### config.mk
export PLATFORM = sky130hd
export DESIGN_NAME = module_ram_arbiter
export DESIGN_NICKNAME = d
export VERILOG_FILES = /design/src/rtl/module_ram_arbiter.sv
export SDC_FILE = /design/constraint.sdc
export NUM_CORES = 1
export LEC_CHECK = 0
export ABC_AREA = 0
export BUFFER_PORTS_ARGS = -buffer_cell sky130_fd_sc_hd__buf_2
export CAP_MARGIN = 10
export CORE_ASPECT_RATIO = 1.2
export CORE_MARGIN = 2
export CORE_UTILIZATION = 30
export CTS_CLUSTER_DIAMETER = 80
export DETAILED_ROUTE_END_ITERATION = 7
export GPL_TIMING_DRIVEN = 1
export SYNTH_ARGS = -nofsm -noshare
export SYNTH_HDL_FRONTEND = slang
export SYNTH_SLANG_ARGS = --single-unit
### constraint.sdc
create_clock -name clk_qzt -period 2.1 [get_ports clk_qzt]
set_clock_uncertainty 0.15 [all_clocks]
set_input_delay 0.105 -clock clk_qzt [delete_from_list [all_inputs] [get_ports clk_qzt]]
set_output_delay 0.105 -clock clk_qzt [all_outputs]
set_load 0.005 [all_outputs]
### src/rtl/module_ram_arbiter.sv
`default_nettype none
// ============================================================================
// Module      : module_ram_arbiter
// Description : Round-robin CPU/loader arbiter for a shared 256x8 sync RAM,
//               with loader lock. ARB_LDR_PRIO_EN selects fixed loader priority.
// Revision    : 1.0 - initial release
// ============================================================================
module module_ram_arbiter (
  input  logic       clk_qzt,
  input  logic       reset,
  input  logic       cpu_req,
  input  logic       cpu_we,
  input  logic [7:0] cpu_addr,
  input  logic [7:0] cpu_wdata,
  output logic       cpu_gnt,
  output logic [7:0] cpu_rdata,
  output logic       cpu_rvalid,
  output logic       cpu_en,
  input  logic       ldr_req,
  input  logic       ldr_we,
  input  logic [7:0] ldr_addr,
  input  logic [7:0] ldr_wdata,
  output logic       ldr_gnt,
  output logic [7:0] ldr_rdata,
  output logic       ldr_rvalid,
  input  logic       ldr_lock,
  output logic [7:0] ram_addr,
  output logic [7:0] ram_wdata,
  output logic       ram_we,
  input  logic [7:0] ram_rdata,
  output logic [7:0] dbg_arb
);

  localparam logic [1:0] c_IDLE    = 2'd0;
  localparam logic [1:0] c_ACCESS  = 2'd1;
  localparam logic [1:0] c_RD_WAIT = 2'd2;
  localparam logic       c_OWN_CPU = 1'b0;
  localparam logic       c_OWN_LDR = 1'b1;

  logic [1:0] r_state;
  logic [1:0] w_state_nxt;
  logic       r_owner;
  logic       r_last_winner;
  logic       r_lock_active;
  logic       r_is_write;
  logic       w_cpu_elig;
  logic       w_ldr_elig;
  logic       w_start;
  logic       w_winner;
  logic       w_rd_done;

  always_ff @(posedge clk_qzt or negedge reset) begin
    if (!reset) r_state <= c_IDLE;
    else        r_state <= w_state_nxt;
  end

  always_comb begin
    w_state_nxt = r_state;
    case (r_state)
      c_IDLE:    if (w_start) w_state_nxt = c_ACCESS;
      c_ACCESS:  w_state_nxt = r_is_write ? c_IDLE : c_RD_WAIT;
      c_RD_WAIT: w_state_nxt = c_IDLE;
      default:   w_state_nxt = c_IDLE;
    endcase
  end

  always_comb begin
    // The lock gates the CPU out only once it has been latched in IDLE.
    w_cpu_elig = cpu_req & ~r_lock_active;
    w_ldr_elig = ldr_req;
    w_start    = (r_state == c_IDLE) & (w_cpu_elig | w_ldr_elig);
    w_rd_done  = (r_state == c_RD_WAIT);
`ifdef ARB_LDR_PRIO_EN
    w_winner = w_ldr_elig ? c_OWN_LDR : c_OWN_CPU;
`else
    if (w_cpu_elig && w_ldr_elig) w_winner = ~r_last_winner;
    else if (w_ldr_elig)          w_winner = c_OWN_LDR;
    else                          w_winner = c_OWN_CPU;
`endif
  end

  always_ff @(posedge clk_qzt or negedge reset) begin
    if (!reset) begin
      r_owner       <= c_OWN_CPU;
      r_last_winner <= c_OWN_LDR;
      r_lock_active <= 1'b0;
      r_is_write    <= 1'b0;
      cpu_gnt       <= 1'b0;
      ldr_gnt       <= 1'b0;
      cpu_rvalid    <= 1'b0;
      ldr_rvalid    <= 1'b0;
      cpu_rdata     <= 8'h00;
      ldr_rdata     <= 8'h00;
      ram_addr      <= 8'h00;
      ram_wdata     <= 8'h00;
      ram_we        <= 1'b0;
    end else begin
      cpu_gnt    <= 1'b0;
      ldr_gnt    <= 1'b0;
      cpu_rvalid <= 1'b0;
      ldr_rvalid <= 1'b0;
      ram_we     <= 1'b0;
      if (r_state == c_IDLE) r_lock_active <= ldr_lock;
      if (w_start) begin
        r_owner       <= w_winner;
        r_last_winner <= w_winner;
        if (w_winner == c_OWN_LDR) begin
          ram_addr   <= ldr_addr;
          ram_wdata  <= ldr_wdata;
          ram_we     <= ldr_we;
          r_is_write <= ldr_we;
          ldr_gnt    <= 1'b1;
        end else begin
          ram_addr   <= cpu_addr;
          ram_wdata  <= cpu_wdata;
          ram_we     <= cpu_we;
          r_is_write <= cpu_we;
          cpu_gnt    <= 1'b1;
        end
      end
      if (w_rd_done) begin
        if (r_owner == c_OWN_LDR) begin
          ldr_rdata  <= ram_rdata;
          ldr_rvalid <= 1'b1;
        end else begin
          cpu_rdata  <= ram_rdata;
          cpu_rvalid <= 1'b1;
        end
      end
    end
  end

  assign cpu_en  = ~r_lock_active;
  assign dbg_arb = {r_state, r_owner, r_last_winner, r_lock_active, 3'b000};

endmodule
`default_nettype wire

==> results by group, run 1 <==
Status
  – Status: completed

Synthesis
  – Synth top cells by count: 42 x dfrtp_1, 17 x a221o_1, 17 x and3_1, 16 x mux2_2, 6 x buf_4
  – Most numerous cell in the Yosys netlist: dfrtp_1
  – Main area contributors after synthesis: dfrtp_1 60%, mux2_2 10%, a221o_1 9.7%, and3_1 6.0%, buf_4 2.6%
  – Number of synthesized flops with an enable pin: 0
  – Synth Register Bits: 43
  – Seq/Total Area, Yosys: 0.612
  – Cell type with the largest total area after synthesis: dfrtp_1
  – Synth unique cells: 25
  – Post-Syn Area: 1760 um2
  – Yosys top cell area share: 0.597
  – Post-synth top flop: dfrtp_1
  – Yosys Warn Count: 0
  – Syn Inst Count: 127
  – Syn_area_per_cell: 13.9 um2
  – Ys async rst share: 1.00

GRT
  – Pin count of the biggest net entering global routing: 27
  – GRT Resource Usage Total: 0.151
  – Wire length of the first global-routing pass: 7330 um
  – Vias in the first global route: 1,566
  – Grt ovf: 0
  – Initial antenna violation count: 0

Final layout
  – FF+latch area: 1080 um2
  – Share of cells above drive strength 1: 0.467
  – Post-route cell area: 2790 um2
  – Fin cells: 341
  – N_diodes: 0
  – # nets final: 307
  – Fillcell total: 511
  – Multi-input logic area: 589 um2
  – Layout area overhead: 58.7%

Routing
  – Met2 wire length: 2400 um
  – Met3 wire len: 311 um
  – DR vias: 1,541
  – DR WL/cell: 14.0 um
  – Via/cell ratio: 4.52
  – Metal-1 WL: 2000 um
  – Highest metal used: met4
  – First-pass detailed-route iteration total: 4
  – Final WL: 4790 um
  – Final ANT Viol Nets: 0
  – # DRC: 0
  – Initial DRC Count: 64

Clocking
  – Postcts setup bufs: 0
  – Clock latency on the worst-skew pair: 0.29 ns
  – CTS Hold Bufs: 42
  – Clock-pin slew on the worst setup and hold paths: 0.08 ns
  – Resized cells post-CTS: 0
  – TritonCTS clock tree: built
  – Clock Sinks: 43
  – Clock Tree Root: clkbuf_8
  – CTS buffer count: 5
  – H-tree depth: 2
  – Clock buffer depth: 2

Timing
  – Setup WS post-layout: 0.421 ns
  – Sum Neg Setup Slack: 0 ns
  – RSZ-0062 raised after global routing: no
  – Relative slew slack: 0.598
  – Peak Freq: 596 MHz
  – Endpoints failing setup: 0
  – Pins Over Slew Limit: 0
  – Final hold vios: 0
  – Fin crit share: 0.800
  – Least-Margin Pin Slew: 0.602 ns
  – Final critical-path required period: 1.68 ns

Critical path
  – Data arrival time of the worst path: 1.71 ns
  – WP buf/inv: 0
  – Critical-path cell list: nand2b_1 -> and3_1 -> a221o_1
  – Worst path depth: 3
  – Crit-path leading delay family: simple AND/OR/NAND/NOR gates
  – Slowest stage cell, crit path: nand2b_1
  – CP Capture Type: flip-flop
  – Req. time, crit path: 2.13 ns
  – Critical path's largest stage delay: 0.42 ns
  – Critical path class: reg -> reg
  – CP startpoint kind: flip-flop
  – Worst r2r path cells: 3
  – Peak fanout along the critical path: 18

Power
  – Total leakage power: 0.00145 uW
  – Pwr Total: 3420 uW
  – Power density over the cells: 1220 nW/um2
  – Peak VDD IR: 467 uV

Die
  – Placement Rows: 30
  – Boundary Pins: 93
  – Starting Density: 0.311
  – Die ar.: 6500 um2
  – Core area: 5670 um2
  – Die height: 87.9 um
  – Die X: 73.9 um

Min path
  – Hold/Removal Path Class: in -> reg
  – Worst hold path depth: 3

Run
  – Total of max-cap violations: 0

Place
  – HPWL after detailed placement: 3010 um
  – Post-DP Area: 2270 um2
  – I/O Buffers: 89
  – Pre-CTS WS: 0.432 ns
  – Cells after DPL: 291
  – GP Congestion: 0.695
final timing paths:
path / endpoint / startpoint / slack, ns
setup reg to reg: r_is_write / r_last_winner / 0.42
min in group asynchronous: r_state[1] / reset / 0.18
hold / removal: ram_addr[1] / cpu_addr[1] / 0.004
max in group asynchronous: ldr_rdata[6] / reset / 0.97
setup / recovery: r_is_write / r_last_winner / 0.42
hold reg to reg: r_state[1] / r_is_write / 0.30
state kept, by name (all words and copies together), names as in the netlist, 2 cells and up:
signal and count:
cpu_rdata 8, ldr_rdata 8, r_state 2, ram_addr 8, ram_wdata 8
worst register-to-register path: stages (launching register included):
cell	delay [ns]
dfstp_2	0.39
nand2b_1	0.42
and3_1	0.35
a221o_1	0.26
cell usage in the layout (no fill, tap or decap):
cell type	count
mux2_2	16
nand2_1	1
dfrtp_1	42
a21o_1	1
clkbuf_8	7
nor2b_2	1
a2111oi_4	1
nor3b_1	2
nand2b_1	1
nand3b_1	1
clkinv_2	1
buf_2	89
and2_1	1
nor4b_2	1
dlygate4sd3_1	42
clkbuf_1	1
buf_4	5
o21ai_0	1
a221o_1	17
and3_1	17
o21ai_1	1
a21oi_1	2
conb_1	3
nor2_1	1
dfstp_2	1
inv_1	5
logic make-up after synthesis:
| kind of cell | count (synthesis) | share of synthesized area |
|---|---|---|
| flops | 43 | 0.612 |
| other cells | 1 | 0.00213 |
| simple gates | 26 | 0.0981 |
| buf+inv | 18 | 0.0576 |
| mux | 16 | 0.102 |
| compound gates | 23 | 0.128 |
layout make-up:
cell class,count,area share
Clock buffer,8,0.0358
Inverter,6,0.00851
Multi-Input combinational cell,68,0.211
Sequential cell,43,0.386
Tap cell,80,0.0358
Timing Repair Buffer,136,0.323
power by group:
part / switching [uW] / leakage, uW / total [uW] / internal [uW]
Sequential: 247 / 0.000527 / 1480 / 1230
Combinational: 597 / 0.000874 / 1380 / 786
Clock: 260 / 0.0000515 / 560 / 300
through the flow:
stage               hold WS (ns)  utilization
floorplan                 -0.341            -
global placement         -0.0137        0.401
detailed placement      -0.00720        0.401
CTS                     0.000219        0.493
global route              0.0161        0.493
finish                   0.00390        0.493
per-layer routing:
layer,vias to the layer above,global-route usage
met5,-,0
met4,0,0.0678
met3,5,0.0391
met2,73,0.265
met1,734,0.172
li1,729,-
Note: power is estimated with default switching activity, not from simulation.
==> run 2, diff against run 1 <==
ABC_AREA = 1   (was 0)
clock period = 1.51 ns   (was 2.1 ns; I/O delays follow)
==> results by group, run 2 <==
Status
  – Status: completed

GRT
  – Grt ovf: 0 (unchanged)
  – Initial antenna violation count: 0 (unchanged)
  – Pin count of the biggest net entering global routing: 25 (-7.4%)
  – Vias in the first global route: 1,983 (+27%)
  – GRT Resource Usage Total: 0.164 (+0.0126)
  – Wire length of the first global-routing pass: 9160 um (+25%)

Die
  – Die X: 76.7 um (+3.8%)
  – Boundary Pins: 93 (unchanged)
  – Core area: 6090 um2 (+7.4%)
  – Die height: 91.3 um (+3.8%)
  – Starting Density: 0.313 (+0.00212)
  – Placement Rows: 31 (+3.3%)
  – Die ar.: 7000 um2 (+7.8%)

Synthesis
  – Syn Inst Count: 227 (+79%)
  – Most numerous cell in the Yosys netlist: nand2_1
  – Synth unique cells: 16 (-36%)
  – Syn_area_per_cell: 8.39 um2 (-39%)
  – Yosys Warn Count: 0 (unchanged)
  – Post-synth top flop: dfrtp_1
  – Synth Register Bits: 43 (unchanged)
  – Synth top cells by count: 107 x nand2_1, 42 x dfrtp_1, 18 x nand3_1, 17 x o21ai_1, 15 x inv_1
  – Cell type with the largest total area after synthesis: dfrtp_1
  – Seq/Total Area, Yosys: 0.566 (-0.0462)
  – Number of synthesized flops with an enable pin: 0 (unchanged)
  – Post-Syn Area: 1900 um2 (+8.2%)
  – Yosys top cell area share: 0.552 (-0.0451)
  – Main area contributors after synthesis: dfrtp_1 55%, nand2_1 21%, nand3_1 4.7%, o21ai_1 4.5%, buf_4 3.5%
  – Ys async rst share: 1.00 (unchanged)

Place
  – GP Congestion: 0.704 (+1.2%)
  – I/O Buffers: 89 (unchanged)
  – Cells after DPL: 391 (+34%)
  – HPWL after detailed placement: 3700 um (+23%)

Power
  – Power density over the cells: 1640 nW/um2 (+34%)
  – Peak VDD IR: 603 uV (+29%)
  – Total leakage power: 0.00170 uW (+17%)

Min path
  – Hold/Removal Path Class: in -> reg
  – Hold_sp: ldr_we
  – Worst Hold End: ram_we
  – Worst hold path depth: 5 (+2)

Clocking
  – Resized cells post-CTS: 0 (unchanged)
  – Clock Tree Root: clkbuf_8
  – Clock buffer depth: 2 (unchanged)
  – H-tree depth: 2 (unchanged)
  – TritonCTS clock tree: built
  – Clock latency on the worst-skew pair: 0.29 ns (about the same)
  – CTS buffer count: 5 (unchanged)
  – Clock Sinks: 43 (unchanged)
  – Clock-pin slew on the worst setup and hold paths: 0.08 ns (about the same)

Timing
  – Peak Freq: 733 MHz (+23%)
  – RSZ-0062 raised after global routing: no
  – Final hold vios: 0 (unchanged)
  – Sum Neg Setup Slack: 0 ns (unchanged)
  – Pins Over Slew Limit: 0 (unchanged)
  – WHS: 0.0112 ns (+0.00733 ns)
  – Fin crit share: 0.904 (+0.104)
  – Final critical-path required period: 1.37 ns (-0.314 ns)
  – Endpoints failing setup: 0 (unchanged)

Critical path
  – Data arrival time of the worst path: 1.40 ns (-0.31 ns)
  – Launch point of the worst reg-to-reg path: r_last_winner
  – Reg2reg end: ram_addr[0]
  – CP startpoint kind: flip-flop
  – Critical path class: reg -> reg
  – Peak fanout along the critical path: 11 (-7)
  – Req. time, crit path: 1.55 ns (-0.58 ns)
  – CP Capture Type: flip-flop
  – Worst r2r path cells: 6 (+3)
  – Reg2Reg Setup Slack: 0.14 ns (-0.28 ns)

Final layout
  – # nets final: 407 (+33%)
  – Share of cells above drive strength 1: 0.313 (-0.154)
  – Most frequent cells in the layout: 107 x nand2_1, 89 x buf_2, 44 x dlygate4sd3_1
  – Layout area overhead: 56.3%
  – Most common cell after layout, fill and taps aside: nand2_1
  – Fin cells: 443 (+30%)
  – N_diodes: 0 (unchanged)
  – Fillcell total: 589 (+15%)
  – Core Util, Final: 0.489 (-0.00413)

Routing
  – Final ANT Viol Nets: 0 (unchanged)
  – Via/cell ratio: 4.32 (-4.4%)
  – DR vias: 1,913 (+24%)
  – Final WL: 5500 um (+15%)
  – DR WL/cell: 12.4 um (-11%)
  – Initial DRC Count: 78 (+22%)
  – First-pass detailed-route iteration total: 5 (+1)
  – # DRC: 0 (unchanged)

Run
  – Total of max-cap violations: 0 (unchanged)
-- run 2: changes by cell type after synthesis, sizes merged, moves of 2 or more --
| cell | delta |
|---|---|
| a21oi | -2 |
| a221o | -17 |
| and3 | -17 |
| buf | +6 |
| clkbuf | -3 |
| inv | +13 |
| mux2 | -16 |
| nand2 | +108 |
| nand3 | +21 |
| nor3b | -2 |
| o21ai | +16 |
-- run 2: cell type report --
type,instances,area [um2],share of cell area
clock buffer,7,96.3,0.0324
clock inverter,1,7.51,0.00252
inverter,18,67.6,0.0227
multi-input combinational,153,669,0.225
sequential,43,1080,0.362
tap,82,103,0.0345
timing repair buffer,139,956,0.321
-- run 2: how the worst max path moves through the flow --
| stage | start | end | slack, ns | cells after the start |
|---|---|---|---|---|
| floorplan | r_last_winner | ram_addr[4] | 0.19 | 7 |
| global placement | r_state[0] | cpu_rdata[2] | 0.19 | 4 |
| detailed placement | r_last_winner | ram_wdata[3] | 0.17 | 6 |
| CTS | r_last_winner | ram_wdata[0] | 0.14 | 6 |
| global route | r_state[0] | cpu_rdata[3] | 0.03 | 3 |
| finish | r_last_winner | ram_addr[0] | 0.14 | 6 |
-- run 2: timing repair --
action / in CTS / in global routing
hold buffers: 44 / 0
hold endpoints to repair: 79 / 0
setup buffers: 0 / 0
-- run 2: metrics by stage --
stage          power [uW]  setup slack, ns  instance area, um2
6_report             4880            0.145                2980
3_5_place_dp         4050            0.167                2430
2_1_floorplan        3150            0.193                1910
4_1_cts              4960            0.141                2980
5_1_grt              5300           0.0289                2980
3_3_place_gp         3990            0.190                2430
-- run 2: power breakdown --
part / leakage [uW] / internal [uW] / switching (uW)
registers: 0.000533 / 1710 / 340
clock network: 0.0000505 / 416 / 376
logic: 0.00112 / 939 / 1100
-- run 2: critical path, cell delays in order (launching register included) --
cell and delay, ns:
dfstp_2 0.57, nand3_4 0.11, buf_4 0.19, nand3_1 0.09, nand2_1 0.06, nand2_1 0.05
nand2_1 0.04
-- run 2: cell families (layout without fill, tap and decap cells) --
group | after synthesis | after routing | synth area share
DFF | 43 | 43 | 0.566
buffers and inverters | 33 | 165 | 0.0867
other | 1 | 3 | 0.00197
AOI/OAI and AO/OA | 18 | 18 | 0.0473
and+or+nand+nor | 132 | 132 | 0.298
-- run 2: per-layer routing --
metal  up-vias  GRT usage  routed length [um]
met4         0     0.0697                  99
met2        59      0.308                3020
met3         8     0.0219                 243
li1        954          -                   -
met5         -          0                   0
met1       892      0.183                2140
==> run 3, diff against run 2 <==
==> constraint.sdc (replaced) <==
create_clock -name clk_qzt -period 1.51 [get_ports clk_qzt]
set_clock_uncertainty 0.15 [all_clocks]
set_input_delay 0.302 -clock clk_qzt [delete_from_list [all_inputs] [get_ports clk_qzt]]
set_output_delay 0.302 -clock clk_qzt [all_outputs]
set_load 0.005 [all_outputs]
==> results by group, run 3 (same netlist as run 2, synthesis figures left out) <==
Status
  – Status: completed

Final layout
  – # nets final: 364 (-11%)
  – Layout area overhead: 33.6%
  – Most common cell after layout, fill and taps aside: nand2_1
  – N_diodes: 0 (unchanged)
  – Share of cells above drive strength 1: 0.350 (+0.0371)
  – Most frequent cells in the layout: 107 x nand2_1, 89 x buf_2, 42 x dfrtp_1
  – Core Util, Final: 0.418 (-0.0711)

Run
  – Total of max-cap violations: 0 (unchanged)

Place
  – Pre-CTS WS: 0.0930 ns (-0.0743 ns)
  – GP Congestion: 0.729 (+3.6%)
  – HPWL after detailed placement: 3610 um (-2.6%)
  – I/O Buffers: 89 (unchanged)

Timing
  – WHS: 0.0735 ns (+0.0622 ns)
  – RSZ-0062 raised after global routing: no
  – Endpoints failing setup: 0 (unchanged)
  – Pins Over Slew Limit: 0 (unchanged)
  – Peak Freq: 700 MHz (-4.5%)
  – Setup WS post-layout: 0.0805 ns (-0.0644 ns)
  – Fin crit share: 0.947 (+0.0426)
  – Final hold vios: 0 (unchanged)
  – Sum Neg Setup Slack: 0 ns (unchanged)
  – Final critical-path required period: 1.43 ns (+0.0644 ns)

Routing
  – Via/cell ratio: 4.25 (-1.7%)
  – DR vias: 1,694 (-11%)
  – Initial DRC Count: 96 (+23%)
  – Final ANT Viol Nets: 0 (unchanged)
  – Final WL: 4750 um (-14%)
  – First-pass detailed-route iteration total: 4 (-1)
  – DR WL/cell: 11.9 um (-4.1%)
  – # DRC: 0 (unchanged)

Die
  – Boundary Pins: 93 (unchanged)
  – Starting Density: 0.313 (unchanged)
  – Core area: 6090 um2 (unchanged)
  – Die X: 76.7 um (unchanged)
  – Die height: 91.3 um (unchanged)
  – Placement Rows: 31 (unchanged)
  – Die ar.: 7000 um2 (unchanged)

Min path
  – Worst Hold End: r_lock_active
  – Hold/Removal Path Class: in -> reg
  – Worst hold path depth: 3 (-2)
  – Hold_sp: ldr_lock

Critical path
  – Launch point of the worst reg-to-reg path: r_last_winner
  – Reg2Reg Setup Slack: 0.11 ns (-0.03 ns)
  – Peak fanout along the critical path: 3 (-8)
  – CP Capture Type: output port
  – Critical path class: reg -> out
  – Reg2reg end: r_is_write
  – CP startpoint kind: flip-flop
  – WP buf/inv: 1 (unchanged)
  – Data arrival time of the worst path: 0.98 ns (-0.42 ns)
  – Critical path's largest stage delay: 0.57 ns (about the same)
  – Slowest stage cell, crit path: dfstp_2
  – Req. time, crit path: 1.06 ns (-0.49 ns)
  – Crit-path leading delay family: flip-flops
  – Critical-path cell list: buf_2
  – Worst r2r path cells: 6 (unchanged)
  – Worst path depth: 1 (-5)

Clocking
  – TritonCTS clock tree: built
  – CTS buffer count: 5 (unchanged)
  – Clock buffer depth: 2 (unchanged)
  – Clock Tree Root: clkbuf_8
  – Clock latency on the worst-skew pair: 0.28 ns (about the same)
  – H-tree depth: 2 (unchanged)
  – Clock-pin slew on the worst setup and hold paths: 0.08 ns (about the same)
  – Clock Sinks: 43 (unchanged)

Power
  – Int Power: 3060 uW (-0.17%)
  – Peak VDD IR: 726 uV (+20%)
  – Total leakage power: 0.00152 uW (-11%)
  – Power density over the cells: 1900 nW/um2 (+16%)
  – Pwr Total: 4840 uW (-0.90%)
  – Logic pwr share: 0.405 (-0.013)
  – Sequential Power Share: 0.419 (about the same)
  – Switching Share: 0.368 (-0.00462)
  – NetSw: 1780 uW (-2.1%)
  – Clock power share: 0.176 (+0.014)

GRT
  – GRT Resource Usage Total: 0.145 (-0.0193)
  – Wire length of the first global-routing pass: 8060 um (-12%)
  – Grt ovf: 0 (unchanged)
  – Vias in the first global route: 1,693 (-15%)
  – Initial antenna violation count: 0 (unchanged)
  – Pin count of the biggest net entering global routing: 25 (unchanged)
-- run 3: layout make-up --
type                    instances  area (um2)
clock buffers                   6        72.6
clock inverters                 1        30.0
fillers                       655        3550
inverters                      18        67.6
multi-input cells             153         677
flip-flops and latches         43        1080
well taps                      82         103
repair buffers                 96         517
-- run 3: stage by stage --
stage                     instance area, um2  cells
after global placement                  2420    391
after floorplan                         1910    229
after CTS                               2530    399
final                                   2540    399
after detailed placement                2420    391
after global routing                    2540    399
-- run 3: power by group through the flow --
| stage | Clock [uW] | Sequential, uW | Combinational, uW |
|---|---|---|---|
| 2_1_floorplan | 0 | 2070 | 1080 |
| 3_3_place_gp | 0 | 2040 | 1940 |
| 3_5_place_dp | 0 | 2050 | 1970 |
| 4_1_cts | 892 | 2030 | 1980 |
| 5_1_grt | 939 | 2100 | 2220 |
| 6_report | 852 | 2030 | 1960 |
-- run 3: worst max path at each step --
stage	slack [ns]	start	to
after floorplan	0.19	r_last_winner	ram_addr[4]
after global placement	0.12	r_last_winner	ram_wdata[3]
after detailed placement	0.09	r_last_winner	ram_wdata[3]
after CTS	0.06	r_last_winner	dbg_arb[4]
after global routing	0.01	r_last_winner	r_is_write
final	0.08	r_last_winner	dbg_arb[4]
-- run 3: repair_timing --
| item | 4_1_cts | 5_1_grt |
|---|---|---|
| resized for setup | 0 | 2 |
| endpoints found under the hold margin | 42 | 0 |
| hold buffers | 1 | 0 |
| setup endpoints to repair | 0 | 3 |
| buffers inserted | 0 | 0 |
-- run 3: worst reg2reg max path, cell delays in order (launching register included) --
cell,delay (ns)
dfstp_2,0.57
nand3_4,0.16
nand2_4,0.21
nand2_1,0.07
nand2_1,0.06
nand2_1,0.07
nand2_1,0.06
-- run 3: metal layers --
layer  track usage  vias to the layer above  routed length (um)
li1              -                      871                   -
met4        0.0636                        0                 106
met5             0                        -                   0
met1         0.179                      764                2060
met2         0.244                       51                2380
met3        0.0278                        8                 202
